### src/rtl/periph_pkg.sv
`default_nettype none
`timescale 1ns/1ps
// ============================================================================
//  Module   : periph_pkg
//  Purpose  : Register map, access-type encoding and hex glyph table shared
//             by the MMIO peripheral hub.
//  Revision : 1.0 - initial release
// ============================================================================
package periph_pkg;

    localparam logic [5:0] c_off_sw       = 6'h00;
    localparam logic [5:0] c_off_btn_edge = 6'h04;
    localparam logic [5:0] c_off_btn_lvl  = 6'h08;
    localparam logic [5:0] c_off_led      = 6'h10;
    localparam logic [5:0] c_off_led_set  = 6'h14;
    localparam logic [5:0] c_off_led_clr  = 6'h18;
    localparam logic [5:0] c_off_seg_data = 6'h20;
    localparam logic [5:0] c_off_seg_en   = 6'h24;

    typedef enum logic [1:0] {
        ACC_NONE = 2'd0,
        ACC_RO   = 2'd1,
        ACC_WO   = 2'd2,
        ACC_RW   = 2'd3
    } acc_e;

    typedef enum logic [3:0] {
        SEL_NONE     = 4'd0,
        SEL_SW       = 4'd1,
        SEL_BTN_EDGE = 4'd2,
        SEL_BTN_LVL  = 4'd3,
        SEL_LED      = 4'd4,
        SEL_LED_SET  = 4'd5,
        SEL_LED_CLR  = 4'd6,
        SEL_SEG_DATA = 4'd7,
        SEL_SEG_EN   = 4'd8
    } reg_sel_e;

    typedef struct packed {
        reg_sel_e sel;
        acc_e     acc;
    } reg_dec_t;

    // Active-low cathodes {dp,g,f,e,d,c,b,a}; entry n is the glyph for hex digit n.
    localparam logic [15:0][7:0] c_glyph = {
        8'h8E, 8'h86, 8'hA1, 8'hC6, 8'h83, 8'h88, 8'h90, 8'h80,
        8'hF8, 8'h82, 8'h92, 8'h99, 8'hB0, 8'hA4, 8'hF9, 8'hC0
    };

    function automatic reg_dec_t decode_reg(input logic [5:0] off);
        reg_dec_t d;
        d = '{sel: SEL_NONE, acc: ACC_NONE};
        case (off & 6'h3C)
            c_off_sw:       d = '{sel: SEL_SW,       acc: ACC_RO};
            c_off_btn_edge: d = '{sel: SEL_BTN_EDGE, acc: ACC_RO};
            c_off_btn_lvl:  d = '{sel: SEL_BTN_LVL,  acc: ACC_RO};
            c_off_led:      d = '{sel: SEL_LED,      acc: ACC_RW};
            c_off_led_set:  d = '{sel: SEL_LED_SET,  acc: ACC_WO};
            c_off_led_clr:  d = '{sel: SEL_LED_CLR,  acc: ACC_WO};
            c_off_seg_data: d = '{sel: SEL_SEG_DATA, acc: ACC_RW};
            c_off_seg_en:   d = '{sel: SEL_SEG_EN,   acc: ACC_RW};
            default:        d = '{sel: SEL_NONE,     acc: ACC_NONE};
        endcase
        return d;
    endfunction

endpackage
`default_nettype wire

### src/rtl/periph_debounce.sv
`default_nettype none
`timescale 1ns/1ps
// ============================================================================
//  Module   : periph_debounce
//  Purpose  : 2-flop synchroniser plus tick-sampled debounce for W inputs.
//  Revision : 1.0 - initial release
// ============================================================================
module periph_debounce
    import periph_pkg::*;
#(
    parameter int W          = 1,
    parameter int DEB_CYCLES = 20000
) (
    input  logic         clk,
    input  logic         rst,
    input  logic [W-1:0] i_raw,
    output logic [W-1:0] o_level
);

    localparam int                 c_cnt_w   = (DEB_CYCLES > 1) ? $clog2(DEB_CYCLES) : 1;
    localparam logic [c_cnt_w-1:0] c_cnt_max = c_cnt_w'(DEB_CYCLES - 1);

    logic [W-1:0]       r_meta;
    logic [W-1:0]       r_sync;
    logic [W-1:0]       r_prev;
    logic [W-1:0]       r_level;
    logic [c_cnt_w-1:0] r_cnt;
    logic               w_tick;
    logic [W-1:0]       w_stable;

    assign w_tick   = (r_cnt == c_cnt_max);
    assign w_stable = ~(r_sync ^ r_prev);
    assign o_level  = r_level;

    always_ff @(posedge clk or negedge rst) begin
        if (!rst) begin
            r_meta  <= '0;
            r_sync  <= '0;
            r_prev  <= '0;
            r_level <= '0;
            r_cnt   <= '0;
        end else begin
            r_meta <= i_raw;
            r_sync <= r_meta;
            r_cnt  <= w_tick ? '0 : r_cnt + 1'b1;
            // A bit is accepted only when two consecutive ticks saw the same value.
            if (w_tick) begin
                r_prev  <= r_sync;
                r_level <= (r_sync & w_stable) | (r_level & ~w_stable);
            end
        end
    end

endmodule
`default_nettype wire

### src/rtl/mmio_periph_hub.sv
`default_nettype none
`timescale 1ns/1ps
// ============================================================================
//  Module   : mmio_periph_hub
//  Purpose  : Memory-mapped switches, buttons, LEDs and scanned 7-segment hub.
//  Revision : 1.0 - initial release
// ============================================================================
module mmio_periph_hub
    import periph_pkg::*;
#(
    parameter logic [31:0] BASE_ADDR  = 32'hFFFF_FC00,
    parameter int          SW_W       = 16,
    parameter int          BTN_N      = 5,
    parameter int          LED_W      = 24,
    parameter int          DIGITS     = 8,
    parameter int          DEB_CYCLES = 20000,
    parameter int          SCAN_DIV   = 50000
) (
    input  logic              clk,
    input  logic              rst,
    input  logic [31:0]       addr,
    input  logic              rd_en,
    input  logic              wr_en,
    input  logic [31:0]       wdata,
    output logic [31:0]       rdata,
    output logic              hit,
    input  logic [SW_W-1:0]   sw_in,
    input  logic [BTN_N-1:0]  btn_in,
    output logic [LED_W-1:0]  led_out,
    output logic [DIGITS-1:0] seg_an,
    output logic [7:0]        seg_cat
);

    localparam int                  c_idx_w    = (DIGITS > 1) ? $clog2(DIGITS) : 1;
    localparam int                  c_scan_w   = (SCAN_DIV > 1) ? $clog2(SCAN_DIV) : 1;
    localparam logic [c_idx_w-1:0]  c_idx_last = c_idx_w'(DIGITS - 1);
    localparam logic [c_scan_w-1:0] c_scan_max = c_scan_w'(SCAN_DIV - 1);

    logic [SW_W-1:0]     w_sw_lvl;
    logic [BTN_N-1:0]    w_btn_lvl;
    logic [BTN_N-1:0]    r_btn_prev;
    logic [BTN_N-1:0]    r_btn_edge;
    logic [BTN_N-1:0]    w_btn_rise;
    logic [LED_W-1:0]    r_led;
    logic [4*DIGITS-1:0] r_seg_data;
    logic [DIGITS-1:0]   r_seg_en;
    logic [c_scan_w-1:0] r_scan_cnt;
    logic [c_idx_w-1:0]  r_idx;
    logic [DIGITS-1:0]   r_an;
    logic [7:0]          r_cat;

    logic [31:0]         w_diff;
    reg_dec_t            w_dec;
    logic                w_rd_ok;
    logic                w_wr_ok;
    logic                w_edge_clr;
    logic [3:0]          w_nib;
    logic                w_dig_on;
    logic                w_unused;

    periph_debounce #(.W(SW_W), .DEB_CYCLES(DEB_CYCLES)) u_sw_deb (
        .clk     (clk),
        .rst     (rst),
        .i_raw   (sw_in),
        .o_level (w_sw_lvl)
    );

    periph_debounce #(.W(BTN_N), .DEB_CYCLES(DEB_CYCLES)) u_btn_deb (
        .clk     (clk),
        .rst     (rst),
        .i_raw   (btn_in),
        .o_level (w_btn_lvl)
    );

    // Subtraction keeps the window check correct for any base alignment.
    assign w_diff     = addr - BASE_ADDR;
    assign hit        = (addr >= BASE_ADDR) && (w_diff[31:6] == 26'd0);
    assign w_dec      = decode_reg(w_diff[5:0]);
    assign w_rd_ok    = rd_en && hit && (w_dec.acc == ACC_RO || w_dec.acc == ACC_RW);
    assign w_wr_ok    = wr_en && hit && (w_dec.acc == ACC_WO || w_dec.acc == ACC_RW);
    assign w_edge_clr = w_rd_ok && (w_dec.sel == SEL_BTN_EDGE);
    assign w_btn_rise = w_btn_lvl & ~r_btn_prev;
    assign w_unused   = ^{wdata, w_diff[1:0]};

    always_comb begin
        rdata = '0;
        if (w_rd_ok) begin
            case (w_dec.sel)
                SEL_SW:       rdata = 32'(w_sw_lvl);
                SEL_BTN_EDGE: rdata = 32'(r_btn_edge);
                SEL_BTN_LVL:  rdata = 32'(w_btn_lvl);
                SEL_LED:      rdata = 32'(r_led);
                SEL_SEG_DATA: rdata = 32'(r_seg_data);
                SEL_SEG_EN:   rdata = 32'(r_seg_en);
                default:      rdata = '0;
            endcase
        end
    end

    always_ff @(posedge clk or negedge rst) begin
        if (!rst) begin
            r_led      <= '0;
            r_seg_data <= '0;
            r_seg_en   <= '0;
        end else if (w_wr_ok) begin
            case (w_dec.sel)
                SEL_LED:      r_led      <= wdata[LED_W-1:0];
                SEL_LED_SET:  r_led      <= r_led | wdata[LED_W-1:0];
                SEL_LED_CLR:  r_led      <= r_led & ~wdata[LED_W-1:0];
                SEL_SEG_DATA: r_seg_data <= wdata[4*DIGITS-1:0];
                SEL_SEG_EN:   r_seg_en   <= wdata[DIGITS-1:0];
                default:      r_led      <= r_led;
            endcase
        end
    end

    // A rising edge arriving with a read-clear survives the clear.
    always_ff @(posedge clk or negedge rst) begin
        if (!rst) begin
            r_btn_prev <= '0;
            r_btn_edge <= '0;
        end else begin
            r_btn_prev <= w_btn_lvl;
            r_btn_edge <= (w_edge_clr ? '0 : r_btn_edge) | w_btn_rise;
        end
    end

    assign w_nib    = 4'(r_seg_data >> {r_idx, 2'b00});
    assign w_dig_on = |(r_seg_en & (DIGITS'(1) << r_idx));

    always_ff @(posedge clk or negedge rst) begin
        if (!rst) begin
            r_scan_cnt <= '0;
            r_idx      <= '0;
            r_an       <= '1;
            r_cat      <= 8'hFF;
        end else begin
            if (r_scan_cnt == c_scan_max) begin
                r_scan_cnt <= '0;
                r_idx      <= (r_idx == c_idx_last) ? '0 : r_idx + 1'b1;
            end else begin
                r_scan_cnt <= r_scan_cnt + 1'b1;
            end
            r_an  <= w_dig_on ? ~(DIGITS'(1) << r_idx) : '1;
            r_cat <= w_dig_on ? c_glyph[w_nib] : 8'hFF;
        end
    end

    assign led_out = r_led;
    assign seg_an  = r_an;
    assign seg_cat = r_cat;

endmodule
`default_nettype wire

### config.mk
export PLATFORM = sky130hd
export DESIGN_NAME = mmio_periph_hub
export DESIGN_NICKNAME = d
export VERILOG_FILES = /design/src/rtl/periph_pkg.sv /design/src/rtl/periph_debounce.sv /design/src/rtl/mmio_periph_hub.sv
export SDC_FILE = /design/constraint.sdc
export NUM_CORES = 1
export LEC_CHECK = 0
export ABC_AREA = 1
export CAP_MARGIN = 20
export CORE_ASPECT_RATIO = 0.75
export CORE_MARGIN = 3
export CORE_UTILIZATION = 45
export CTS_CLUSTER_DIAMETER = 50
export DETAILED_ROUTE_END_ITERATION = 16
export PLACE_DENSITY = 0.67
export SKIP_CTS_REPAIR_TIMING = 1
export SYNTH_ARGS = -nofsm -noshare
export SYNTH_HDL_FRONTEND = slang
export SYNTH_SLANG_ARGS = --single-unit
### constraint.sdc
create_clock -name clk -period 2.8 [get_ports clk]
set_clock_uncertainty 0.2 [all_clocks]
set_input_delay 0.56 -clock clk [delete_from_list [all_inputs] [get_ports clk]]
set_output_delay 0.56 -clock clk [all_outputs]
set_load 0.02 [all_outputs]
Yosys cells after proc, flatten, opt, wreduce, memory -nomap -nowiden --
Memories as Yosys holds them, arrays and structs flattened. Cells that the tools add are included.
Operators by class: equality and inequality tests 22, add/sub/neg operators 5, muxes and demuxes 12, bitwise gates (word level) 20, reductions and logical operators 15, shift-type cells 2, $lt $le $gt $ge 2
Operators by type and width (count):
- $pmux 32 s6 | 1
- $pmux 24 s3 | 1
- $pmux 6 s8 | 1
- $and 16x16->16 | 2
- $ge 32x32->1 const B | 1
- $mux 32 | 1
- $not 16->16 | 2
- $shr 32x5->4 | 1
- $sub 32x32->32 const B | 1
- $add 15x1->15 const B | 2
- $eq 15x15->1 const B | 2
- $mux 15 | 2
- $eq 4x3->1 const B | 7
- $logic_not 26->1 | 1
- $and 24x24->24 | 1
- $mux 8 | 3
- $not 24->24 | 1
- $or 24x24->24 | 1
- $add 16x1->16 const B | 1
- $eq 16x16->1 const B | 1
- $mux 16 | 1
- $or 16x16->16 | 1
- $xor 16x16->16 | 1
- $and 5x5->5 | 3
- other kinds (22) | 39
Word-level totals: bits in registers 223, bits in read-only memories 128, output and inout port bits 73, logic and storage cells 98, memories kept 1
Memory list:
- (name not given) | words 16, bits a word 8, rd ports 1, clocked after memory_dff 0, wr ports 0, RTL line mmio_periph_hub.sv:145 | r_cat <= w_dig_on ? c_glyph[w_nib] : 8'hFF;

Logic depth before layout (Yosys ltp) --
word-level depth 9, gate-level depth with buffers 15, depth with buffers taken out 13

Modules after synthesis --
A second synthesis with hierarchy kept.
Second synthesis, totals: cell total of the unflattened synthesis 1531, area, all modules 11811.3 µm²
Modules (own cells, without submodules):
- mmio_periph_hub | area each 6966.7 µm², times used 1, sequential area each 2721.4 µm², cells an instance 1016
- periph_debounce at u_sw_deb | area each 3235.6 µm², times used 1, sequential area each 1976.9 µm², cells an instance 325
- periph_debounce at u_btn_deb | area each 1609.0 µm², times used 1, sequential area each 875.8 µm², cells an instance 190

Worst setup path after synthesis --
No wires, ideal clock.
kind input to output, from in addr[11], to out rdata[23], path buffers 1, slack 0.299 ns, cell stages on the path 9, arrival time 1.741 ns, cell sequence nand2_1 > nor2_1 > nand2_1 > nor2_1 > nand2_1 > nor2_4 > nand2_1 > buf_2 > a21oi_1
On the way: word-level cells in the longest chain between the ends 6, elaborated cells on any way between the ends 7
RTL lines:
- start: declaration | RTL line mmio_periph_hub.sv:21 | input logic [31:0] addr,
- $sub 32x32->32 | RTL line mmio_periph_hub.sv:76 | assign w_diff = addr - BASE_ADDR;
- $logic_not 26->1 | RTL line mmio_periph_hub.sv:77 | assign hit = (addr >= BASE_ADDR) && (w_diff[31:6] == 26'd0);
- $logic_and 1x1->1 (*) | RTL line mmio_periph_hub.sv:77
- $logic_and 1x1->1 (*) (2 in series) | RTL line mmio_periph_hub.sv:79 | assign w_rd_ok = rd_en && hit && (w_dec.acc == ACC_RO || w_dec.acc == ACC_RW);
- $mux 32 (*) | RTL line mmio_periph_hub.sv:87 | if (w_rd_ok) begin
- end: declaration | RTL line mmio_periph_hub.sv:25 | output logic [31:0] rdata,
Mark *: on every way between the ends. The rest lies on a longest branch, timed or not.

Worst setup path in the final report --
from in rd_en, to out rdata[27]
On the way: word-level cells in the longest chain between the ends 3
RTL lines:
- start: declaration | RTL line mmio_periph_hub.sv:22 | input logic rd_en,
- $logic_and 1x1->1 (2 in series) | RTL line mmio_periph_hub.sv:79
- $mux 32 | RTL line mmio_periph_hub.sv:87
No other way between the ends.

==> flow_summary.toml <==
[global_route]
grt_antenna_before_repair = 0
grt_pass1_wl_mm = 48.1
grt_pass1_vias = 9349
grt_max_degree = 79
grt_use_total_pct = 22.9
grt.overflow.total = 0

[route]
wl_mm = 30.0
dr.pass1.iters = 6
highest_layer = "met4"
wl_met1_mm = 13.8
drcViolationCount = 0
dr_wl_met2_mm = 13.4
vias = 9751
drtIter0Drc = 805
wl_per_cell_um = 16.4
wl_met3_mm = 2.26
ant_nets = 0
viasPerCell = 5.33

[min_path]
hold_class = "flip-flop to flip-flop"
worstHoldPathCells = 0

[placement]
portBuffers = 158
dp_hpwl_mm = 20.8
place_area_um2 = 12900
place.gp.congestion = 0.878

[synth]
synth.distinct_cells = 38
ys_async_sr_fraction_pct = 100
ys_ff_latch = 222
yosys_most_used_dff = "dfrtp_1"
avgSynthCellArea_um2 = 8.17
seq_area_frac_synth_pct = 52.4
synth_area_um2 = 10600
syn_inst = 1302
syn_nets = 1406
yosysWarningCount = 0
synth_edf_count = 0

[pwr]
power_density_nw_per_um2 = 512
leakagePower_nw = 6.98
peakVddDrop_v = 0.000362

[critical_path]
crit_path_end_kind = "primary output"
required_ns = 2.04
arrival_ns = 2.02
path_class = "input pin to primary output"
path_max_fanout = 7
cp-start-kind = "input pin"
worst_r2r_path_depth = 11

[job]
drv_cap = 0

[sta]
period_minus_slack_ns = 2.78
timing.fmax_mhz = 360
tightestPinTransition_ns = 0.678
hold_viol_final = 0
period_share_pct = 99.3
slew-limit-headroom_pct = 54.8
slew_viol_final = 0
setup_viol = 0

[die]
core_um2 = 23100
io_pins = 162
rows = 48
start_util_pct = 46.0
die_h_um = 139
dieArea_um2 = 25500
fp.dieW_um = 184

[clock_tree]
clock_latency_ns = 0.51
cts_root_buf = "clkbuf_16"
htreeDepth = 1
cts_sinks = 222
cts_tree = "built"
cts_buffers = 24
clk_pin_slew_ns = 0.06
cts_buffer_depth = 3

[final_layout]
drive_gt1_share_pct = 14.7
antennaDiodeCount = 0
fillCellCount = 2017
final_nets = 1615
utilization_pct = 61.4
areaGrowthSynthToFinish_pct = 33.4
design_area_um2 = 14200

[run_status]
outcome = "completed"
[state kept, by name, summed over array words and instances (netlist names), 7 cells and up, named ones only]
signal / count
led_out: 24
r_scan_cnt: 16
r_seg_data: 32
r_seg_en: 8
seg_an: 8
seg_cat: 7
u_btn_deb.r_cnt: 15
u_sw_deb.r_cnt: 15
u_sw_deb.r_meta: 16
u_sw_deb.r_prev: 16
u_sw_deb.r_sync: 16
[path summary, 6_finish.rpt]
path	from	end	slack, ns
setup / recovery	rd_en	rdata[27]	0.02
hold / removal	u_sw_deb.r_meta[8]	u_sw_deb.r_sync[8]	0.15
setup reg to reg	r_idx[1]	seg_cat[5]	0.66
hold reg to reg	u_sw_deb.r_meta[8]	u_sw_deb.r_sync[8]	0.15
max in group asynchronous	rst	u_sw_deb.r_prev[4]	1.27
min in group asynchronous	rst	led_out[22]	0.36
[layer usage]
metal | global-route usage (%) | vias to the layer above
met5 | 0 | -
met4 | 6.09 | 0
met3 | 4.17 | 45
met2 | 35.4 | 392
met1 | 33.4 | 4616
li1 | - | 4698
[logic make-up after synthesis]
| group | share of synthesized area [%] |
|---|---|
| buf+inv | 7.09 |
| xor+xnor | 1.65 |
| simple gates | 28.1 |
| flops | 52.4 |
| fa+ha+maj | 1.76 |
| compound gates | 8.93 |
| other cells | 0.0352 |
[cell type report]
class | instances | area (um^2) | area share (%)
clock buffers | 31 | 668 | 4.71
well taps | 300 | 375 | 2.64
repair buffers | 238 | 2350 | 16.5
clock inverters | 13 | 258 | 1.82
multi-input cells | 900 | 4500 | 31.7
inverters | 125 | 475 | 3.35
flip-flops and latches | 222 | 5570 | 39.3
[worst max-delay path: stages]
cell	delay, ns
clkdlybuf4s50_1	0.54
o21a_2	0.25
nand2_8	0.13
buf_12	0.18
buf_8	0.13
nor2_4	0.10
buf_6	0.12
[cells in the mapped netlist, drive strengths merged, types with 6 or more instances]
| master | number | area, um^2 |
|---|---|---|
| a21oi | 48 | 252 |
| a22o | 10 | 87.6 |
| buf | 39 | 224 |
| clkbuf | 16 | 61.3 |
| dfrtp | 207 | 5180 |
| dfstp | 15 | 394 |
| ha | 15 | 188 |
| inv | 124 | 465 |
| nand2 | 359 | 1350 |
| nand3 | 104 | 526 |
| nand4 | 77 | 488 |
| nor2 | 125 | 497 |
| nor3 | 15 | 75.1 |
| nor4 | 6 | 37.5 |
| o21ai | 107 | 536 |
| xor2 | 18 | 158 |
[report_power, final]
part | internal [mW] | total, mW | leakage (nW) | switching [mW]
Combinational | 0.160 | 0.352 | 3.66 | 0.192
Clock | 2.34 | 3.66 | 0.441 | 1.32
Sequential | 3.24 | 3.25 | 2.88 | 0.0151
[stage by stage]
| step | setup WS [ns] | power [mW] | cells | hold WS (ns) | setup TNS (ns) |
|---|---|---|---|---|---|
| final | 0.0204 | 7.27 | 1829 | 0.146 | 0 |
| after detailed placement | -0.890 | 3.66 | 1775 | 0.135 | -55.45 |
| after global routing | -0.0169 | 7.50 | 1829 | 0.153 | -0.0264 |
| after floorplan | 0.299 | 3.39 | 1302 | 0.0644 | 0 |
| after CTS | -0.897 | 7.34 | 1819 | -0.234 | -26.93 |
| after global placement | -0.866 | 3.66 | 1775 | 0.133 | -52.09 |
[cell usage in the layout, fill, tap and decap left out, drive strengths merged, types with 2 or more instances in the layout]
cell type,count
o21ai,107
bufinv,7
dfstp,15
a21oi,48
nand3,104
clkinv,2
nor3,15
xor2,18
a22o,10
nand2,359
a211oi,3
buf,104
nand4,77
inv,125
ha,15
and3,2
dlymetal6s2s,24
a221oi,2
nor2,125
dfrtp,207
clkinvlp,4
xnor2,2
nor4,6
clkdlybuf4s50,94
clkbuf,46
a31oi,2
No activity file was read; power rests on OpenSTA's default activity.
